[src/rtl/lfsr_operand_gen_if.sv]
// lfsr_operand_gen_if
//   Bundles the operand-generator handshake: the enable input and the
//   operand/strobe outputs. It also carries the seed-load pair when the
//   SEED_LOAD_EN macro is defined.
//   master : the consumer/controller side. It drives enable (and seed_load/seed_in).
//   slave  : the lfsr_operand_gen side. It drives value, value_valid and result_valid.
// Signals
//   enable        controller -> gen   advance prescaler while high
//   value         gen -> controller   current LFSR state (comparator operand B)
//   value_valid   gen -> controller   pulse coincident with a new value
//   result_valid  gen -> controller   value_valid delayed one clk
//   seed_load     controller -> gen   [SEED_LOAD_EN] synchronous seed load strobe
//   seed_in       controller -> gen   [SEED_LOAD_EN] seed to load
interface lfsr_operand_gen_if #(
  parameter int WIDTH = 10
);
  logic             enable;
  logic [WIDTH-1:0] value;
  logic             value_valid;
  logic             result_valid;
`ifdef SEED_LOAD_EN
  logic             seed_load;
  logic [WIDTH-1:0] seed_in;
`endif

  modport master (
    input  value, value_valid, result_valid,
`ifdef SEED_LOAD_EN
    output seed_load, seed_in,
`endif
    output enable
  );

  modport slave (
    output value, value_valid, result_valid,
`ifdef SEED_LOAD_EN
    input  seed_load, seed_in,
`endif
    input  enable
  );
endinterface

[src/rtl/lfsr_operand_gen.sv]
// lfsr_operand_gen
//   This module is a free-running 10-bit Fibonacci LFSR (x^10+x^7+1). It is the
//   pseudo-random operand source for a registered A>B comparator. A prescaler
//   advances the LFSR once every DIV enabled clocks.
//   value_valid marks each new operand. result_valid is that pulse delayed one
//   clock, so it lines up with the comparator's registered output.
//   Optional feature macro: SEED_LOAD_EN. It adds a synchronous seed load
//   through bus.seed_load/bus.seed_in.
// Ports
//   clk    in  single clock, all state on posedge
//   reset  in  asynchronous, active-high
//   bus    lfsr_operand_gen_if.slave (enable, value, value_valid, result_valid,
//          and seed_load/seed_in when SEED_LOAD_EN is defined)
// Parameters
//   WIDTH  operand width. The taps are fixed for 10 bits.
//   DIV    enabled clk cycles per LFSR step, 1..1023
//   SEED   reset state. A value of 0 is mapped to 1 because the all-zero state would lock up.
module lfsr_operand_gen #(
  parameter int               WIDTH = 10,
  parameter int               DIV   = 4,
  parameter logic [WIDTH-1:0] SEED  = 10'h001
) (
  input  logic                clk,
  input  logic                reset,
  lfsr_operand_gen_if.slave   bus
);

  localparam int               CNT_W    = 10;
  localparam logic [CNT_W-1:0] CNT_LAST = CNT_W'(DIV - 1);
  localparam logic [WIDTH-1:0] ONE      = WIDTH'(1);
  localparam logic [WIDTH-1:0] SEED_EFF = (SEED == '0) ? ONE : SEED;

  logic [WIDTH-1:0] value_q, value_d;
  logic [CNT_W-1:0] cnt_q, cnt_d;
  logic             value_valid_q, value_valid_d;
  logic             result_valid_q, result_valid_d;
  logic [WIDTH-1:0] lfsr_next;
  logic             fb;

  // Taps for x^10+x^7+1 on a left-shifting register: bits 9 and 6.
  assign fb        = value_q[WIDTH-1] ^ value_q[WIDTH-4];
  assign lfsr_next = {value_q[WIDTH-2:0], fb};

  always_comb begin
    value_d        = value_q;
    cnt_d          = cnt_q;
    value_valid_d  = 1'b0;
    result_valid_d = value_valid_q;
    if (bus.enable) begin
      if (cnt_q == CNT_LAST) begin
        cnt_d         = '0;
        value_d       = lfsr_next;
        value_valid_d = 1'b1;
      end else begin
        cnt_d = cnt_q + CNT_W'(1);
      end
    end
`ifdef SEED_LOAD_EN
    // A seed load wins over a coincident step, and enable does not gate it.
    // A zero seed is remapped so the all-zero lock-up state is never entered.
    if (bus.seed_load) begin
      value_d       = (bus.seed_in == '0) ? ONE : bus.seed_in;
      cnt_d         = '0;
      value_valid_d = 1'b0;
    end
`endif
  end

  // Async assert. Release takes effect at the first clk edge after reset falls.
  // A partial prescaler count is discarded.
  always_ff @(posedge clk or posedge reset) begin
    if (reset) begin
      value_q        <= SEED_EFF;
      cnt_q          <= '0;
      value_valid_q  <= 1'b0;
      result_valid_q <= 1'b0;
    end else begin
      value_q        <= value_d;
      cnt_q          <= cnt_d;
      value_valid_q  <= value_valid_d;
      result_valid_q <= result_valid_d;
    end
  end

  assign bus.value        = value_q;
  assign bus.value_valid  = value_valid_q;
  assign bus.result_valid = result_valid_q;

endmodule
[src/flat_wrapper.sv]
// flat-port wrapper written by rule: the top's interface ports become plain ports
module lfsr_operand_gen_flat 
#(
  parameter int               WIDTH = 10,
  parameter int               DIV   = 4,
  parameter logic [WIDTH-1:0] SEED  = 10'h001
)
  (clk, reset, bus_value, bus_value_valid, bus_result_valid, bus_enable);
  lfsr_operand_gen_if #(.WIDTH(WIDTH)) bus_i ();
  input  logic clk;
  input  logic reset;
  output wire logic [$bits(bus_i.value)-1:0] bus_value;
  output wire logic [$bits(bus_i.value_valid)-1:0] bus_value_valid;
  output wire logic [$bits(bus_i.result_valid)-1:0] bus_result_valid;
  input wire logic [$bits(bus_i.enable)-1:0] bus_enable;
  assign bus_value = bus_i.value;
  assign bus_value_valid = bus_i.value_valid;
  assign bus_result_valid = bus_i.result_valid;
  assign bus_i.enable = bus_enable;
  lfsr_operand_gen #(.WIDTH(WIDTH), .DIV(DIV), .SEED(SEED)) u_core (.clk(clk), .reset(reset), .bus(bus_i));
endmodule
[config.mk]
export PLATFORM = sky130hd
export DESIGN_NAME = lfsr_operand_gen_flat
export DESIGN_NICKNAME = d
export VERILOG_FILES = /design/src/rtl/lfsr_operand_gen_if.sv /design/src/rtl/lfsr_operand_gen.sv /design/src/flat_wrapper.sv
export SDC_FILE = /design/constraint.sdc
export NUM_CORES = 1
export LEC_CHECK = 0
export ABC_AREA = 1
export ABC_CLOCK_PERIOD_IN_PS = 1500
export BUFFER_PORTS_ARGS = -buffer_cell sky130_fd_sc_hd__buf_2
export CORE_ASPECT_RATIO = 0.8
export CORE_MARGIN = 1.5
export CORE_UTILIZATION = 50
export CTS_CLUSTER_DIAMETER = 200
export DETAILED_ROUTE_END_ITERATION = 8
export HOLD_SLACK_MARGIN = 0.1
export PLACE_DENSITY = 0.71
export SLEW_MARGIN = 40
export SYNTH_ARGS = -nofsm -noshare
export SYNTH_HDL_FRONTEND = slang
export SYNTH_SLANG_ARGS = --single-unit
[constraint.sdc]
create_clock -name clk -period 1.5 [get_ports clk]
set_clock_uncertainty 0.2 [all_clocks]
set_input_delay 0.075 -clock clk [delete_from_list [all_inputs] [get_ports clk]]
set_output_delay 0.075 -clock clk [all_outputs]
set_load 0.005 [all_outputs]
Word-level counts from Yosys, hierarchy flattened
Cells that the tools add are included.
Widths: inputs -> output; s select.
Cells by class
  $add $sub $neg: 1
  eq/ne operators: 1
  mux-type cells: 3
  bitwise operators: 1
  reductions and logical operators: 1
Operators with widths (count)
  $add 10x1->10 const B: 1
  $eq 10x2->1 const B: 1
  $mux 10: 1
  $mux 1: 2
  $reduce_and 2->1: 1
  $xor 1x1->1: 1
Storage, ports and cells
  bits in registers: 22
  input bits: 3
  output and inout bits: 12
  logic and storage cells: 11

Logic depth before layout (Yosys ltp)
  depth after elaboration: 3
  gate-level depth with buffers: 8
  mapped depth without buffers: 7

Worst setup path after synthesis
OpenSTA, ideal clock, no wires.
  path kind: register -> register
  start: reg u_core.cnt_q[0]
  end: reg u_core.value_q[6] (netlist: u_core.bus.value[6])
  library setup time: 117 ps
  arrival: 1115 ps
  required time: 1183 ps
  path slack: 69 ps
  stages on the path, launching flop included: 8
  buffers on the path: 1
  period minus slack after synthesis: 1431 ps
  path through: dfrtp_1 -> ha_1 -> nand2_1 -> nor2_1 -> nand2_2 -> buf_4 -> nand2_1 -> nand2_1
On the way
  word-level cells in the longest chain between the ends: 2
Ends and longest elaborated chain
  from (decl): line lfsr_operand_gen.sv:34  | logic [CNT_W-1:0] cnt_q, cnt_d;
  from (signal assigned): line lfsr_operand_gen.sv:79  | cnt_q <= cnt_d;
  $eq 10x2->1: line lfsr_operand_gen.sv:50  | if (cnt_q == CNT_LAST) begin
  $reduce_and 2->1 (no line)
  to (signal assigned): line lfsr_operand_gen.sv:78  | value_q <= value_d;
  to (decl): line lfsr_operand_gen.sv:33  | logic [WIDTH-1:0] value_q, value_d;
No other way between the ends.
A chain may end at the register's enable or synchronous reset.

Worst setup path after layout
  start: reg u_core.cnt_q[8]
  end: reg u_core.value_q[3] (netlist: u_core.bus.value[3])
Same word-level chain as after synthesis.

==> parameters.txt <==
Parameter                              Value

STA
  Fin. Hold Viols    0
  Final Critical Period    about 1.5 ns
  Max-slew headroom at the worst pin    0.648
  Post-route worst setup slack    0.0159 ns
  Total count of max-transition violations in the final report    0
  Finish-stage setup viols    0
  Post-route clock period utilization    0.989
  Slew at the pin with the worst max-slew slack    0.527 ns
  Setup repair after global routing missed its margin    yes
  Max Clock Freq    about 670 MHz

Clocking
  CTS root buf    clkbuf_4
  CTS clock-pin slew for the worst setup and hold paths    around 0.12 ns
  Number of buffers created by CTS    3
  Level count of the clock H-tree    1
  CTS tree    built
  CTS sink cnt    22
  Source-to-sink clock delay at the later pin of the worst-skew pair    between 0.3 and 0.4 ns
  Worst-case clock buffer depth    2

Logic synthesis
  Most frequent cell after synthesis    nand2_1
  Fraction of synthesized cell area taken by the top area cell type    0.520
  Cell taking the most area after synthesis    dfrtp_1
  Top cells by instance count after synthesis    nand2_1, dfrtp_1, inv_1
  Main synth FF type    dfrtp_1
  Average footprint of a synthesized cell    between 8 and 9 µm²
  Number of synthesized flops with an enable pin    0
  Post-synth design cell area    just over 1000 µm²
  Number of distinct standard cells referenced by the synthesized netlist    17
  Synthesized netlist cell count    about 120
  Async S/R FF share, synth    1.00
  Nets in the synthesized netlist    around 130
  Leading post-synthesis cells by cell area    dfrtp_1, nand2_1, inv_1
  Post-synthesis sequential area ratio    0.546
  Yosys warnings    0
  Number of synthesized register bits    22

Placement
  Placed inst area    approximately 1100 µm²
  Count of placed standard cells including taps    ~160
  Pre-CTS setup slack    -0.0254 ns
  Final GP Congestion    0.781
  Input/output buffers    14
  Estimated wirelength of the detail-placed design    ~1.4 mm

Finish
  Fraction of final layout cells with drive strength greater than 1    0.322
  Number of nets in the layout    157
  Antenna Diode Count    0
  Post-route non-filler standard cell count    176
  Fill cell instance count of the final layout    151
  Layout Area Growth over Synthesis    29.5%
  Area of all placed cells without fillers    ~1300 µm²
  Final cell utilization of the core    0.691

Global route
  Total track usage    0.200
  Pin count of the biggest net entering global routing    14
  Total congestion overflow after global routing    0
  Vias in the first global route    750
  Antenna violations before repair    0
  Wire length of the first global-routing pass    about 3.2 mm

Critical path
  Req. time, crit path    1.51 ns
  Crit end category    register
  Data arrival time of the worst path    roughly 1.5 ns
  Setup crit start kind    register
  Highest fanout seen on the critical path    7
  Setup CP Type    register to register

Detailed routing
  DRC violation total after the first TritonRoute iteration    15
  WL per Instance    around 11 µm
  DR pass1 iterations    4
  Total Wirelength    roughly 2.0 mm
  Detailed-route via count    around 860
  Post-route DRC    0
  Post-detailed-route count of antenna-violating nets    0
  Drt via density    4.88

Pwr
  Max rail drop VDD    approximately 1100 µV
  Cell Pwr Density    1320 nW/µm²
  Leakage power figure    ~0.75 nW

Worst hold path
  Class of the most critical hold timing path    input port to async pin

Floorplanning
  Io pins    15
  Die area    roughly 2300 µm²
  Core footprint    between 1500 and 2000 µm²
  Initial cell density of the core    0.534
  Die Y-Extent    43.2 µm
  Floorplan die width    between 50 and 60 µm
  Site row count    14

Status
  Result of the run    completed

Run
  Max-cap viol count    0
-- cells by family (layout without fill, tap and decap cells) --
kind of cell             count (synthesis)  after routing  share of synthesized area
adder cells (fa/ha/maj)                  1              1                     0.0124
AO/OA/AOI/OAI                            2              2                     0.0136
XOR/XNOR                                 6              6                     0.0520
AND/OR/NAND/NOR                         70             70                      0.276
buffers and inverters                   19             50                     0.0892
flip-flops                              22             22                      0.546
multiplexers                             1              1                    0.00991
-- layout make-up --
class	instances	area [µm²]	share of cell area
repair buffers	30	206	0.158
multi-input cells	80	418	0.320
flip-flops and latches	22	552	0.422
inverters	16	65.1	0.0498
well taps	24	30.0	0.0230
clock buffers	4	36.3	0.0278
-- final timing paths --
| kind | startpoint | endpoint | slack (ns) | depth (start not counted) |
|---|---|---|---|---|
| hold reg to reg | u_core.bus.value_valid | u_core.bus.result_valid | 0.19 | 0 |
| hold / removal | reset | u_core.bus.value[7] | 0.13 | 3 |
| setup / recovery | u_core.cnt_q[8] | u_core.bus.value[3] | 0.02 | 7 |
| max in group asynchronous | reset | u_core.cnt_q[2] | 0.43 | 4 |
| min in group clk | u_core.bus.value_valid | u_core.bus.result_valid | 0.19 | 0 |
| setup reg to reg | u_core.cnt_q[8] | u_core.bus.value[3] | 0.02 | 7 |
-- repair_timing --
item,in CTS,in global routing
pin swaps,1,11
buffers inserted,1,5
hold endpoints to repair,30,0
resized for setup,3,18
endpoints found under the setup margin,12,12
hold buffers,2,0
-- per-stage QoR --
stage               setup TNS (ns)  total power, mW  hold slack (ns)
floorplan                        0             1.11           -0.137
global placement                 0             1.27          -0.0865
detailed placement         -0.0362             1.31          -0.0638
CTS                              0             1.65            0.141
global route                -0.269             1.85            0.166
finish                           0             1.73            0.126
-- critical path, stage by stage (launching register included) --
cell	delay [ns]
dfrtp_1	0.43
nor2_1	0.13
nand2_1	0.11
nor2_4	0.16
nand2_4	0.11
buf_6	0.15
nand2_1	0.05
nand2_1	0.05
-- placed cells by master (no fill, tap or decap) --
cell type      count
nand2_1           37
dfrtp_1           21
inv_1             15
buf_2             14
nor2_1            11
buf_4             11
nand3_1            9
nand2_2            8
xnor2_1            4
clkbuf_4           3
buf_6              3
xor2_1             2
nor2_4             2
nand2_4            2
dlygate4sd3_1      2
a21oi_1            1
nor2_2             1
inv_6              1
o21ai_2            1
mux2i_1            1
ha_2               1
clkbuf_8           1
dfstp_2            1
-- registers in the layout (all words and copies together), names as in the netlist --
register and count:
u_core.bus.value 10, u_core.bus.result_valid 1, u_core.bus.value_valid 1, u_core.cnt_q 10
-- metal layers --
metal / part of all wire / wire (µm) / global-route usage / vias up
met5: 0 / 0 / 0 / -
met4: 0.015 / 29 / 0.0769 / 0
met3: 0.049 / 96 / 0.0634 / 5
met2: 0.50 / 976 / 0.321 / 20
met1: 0.44 / 868 / 0.247 / 410
li1: - / - / - / 423
-- where the power goes --
group	total [mW]	switching (mW)	internal (mW)
clock	0.331	0.183	0.148
sequential	0.772	0.0706	0.702
combinational	0.625	0.321	0.304
Power figures use the tool's default switching activity.
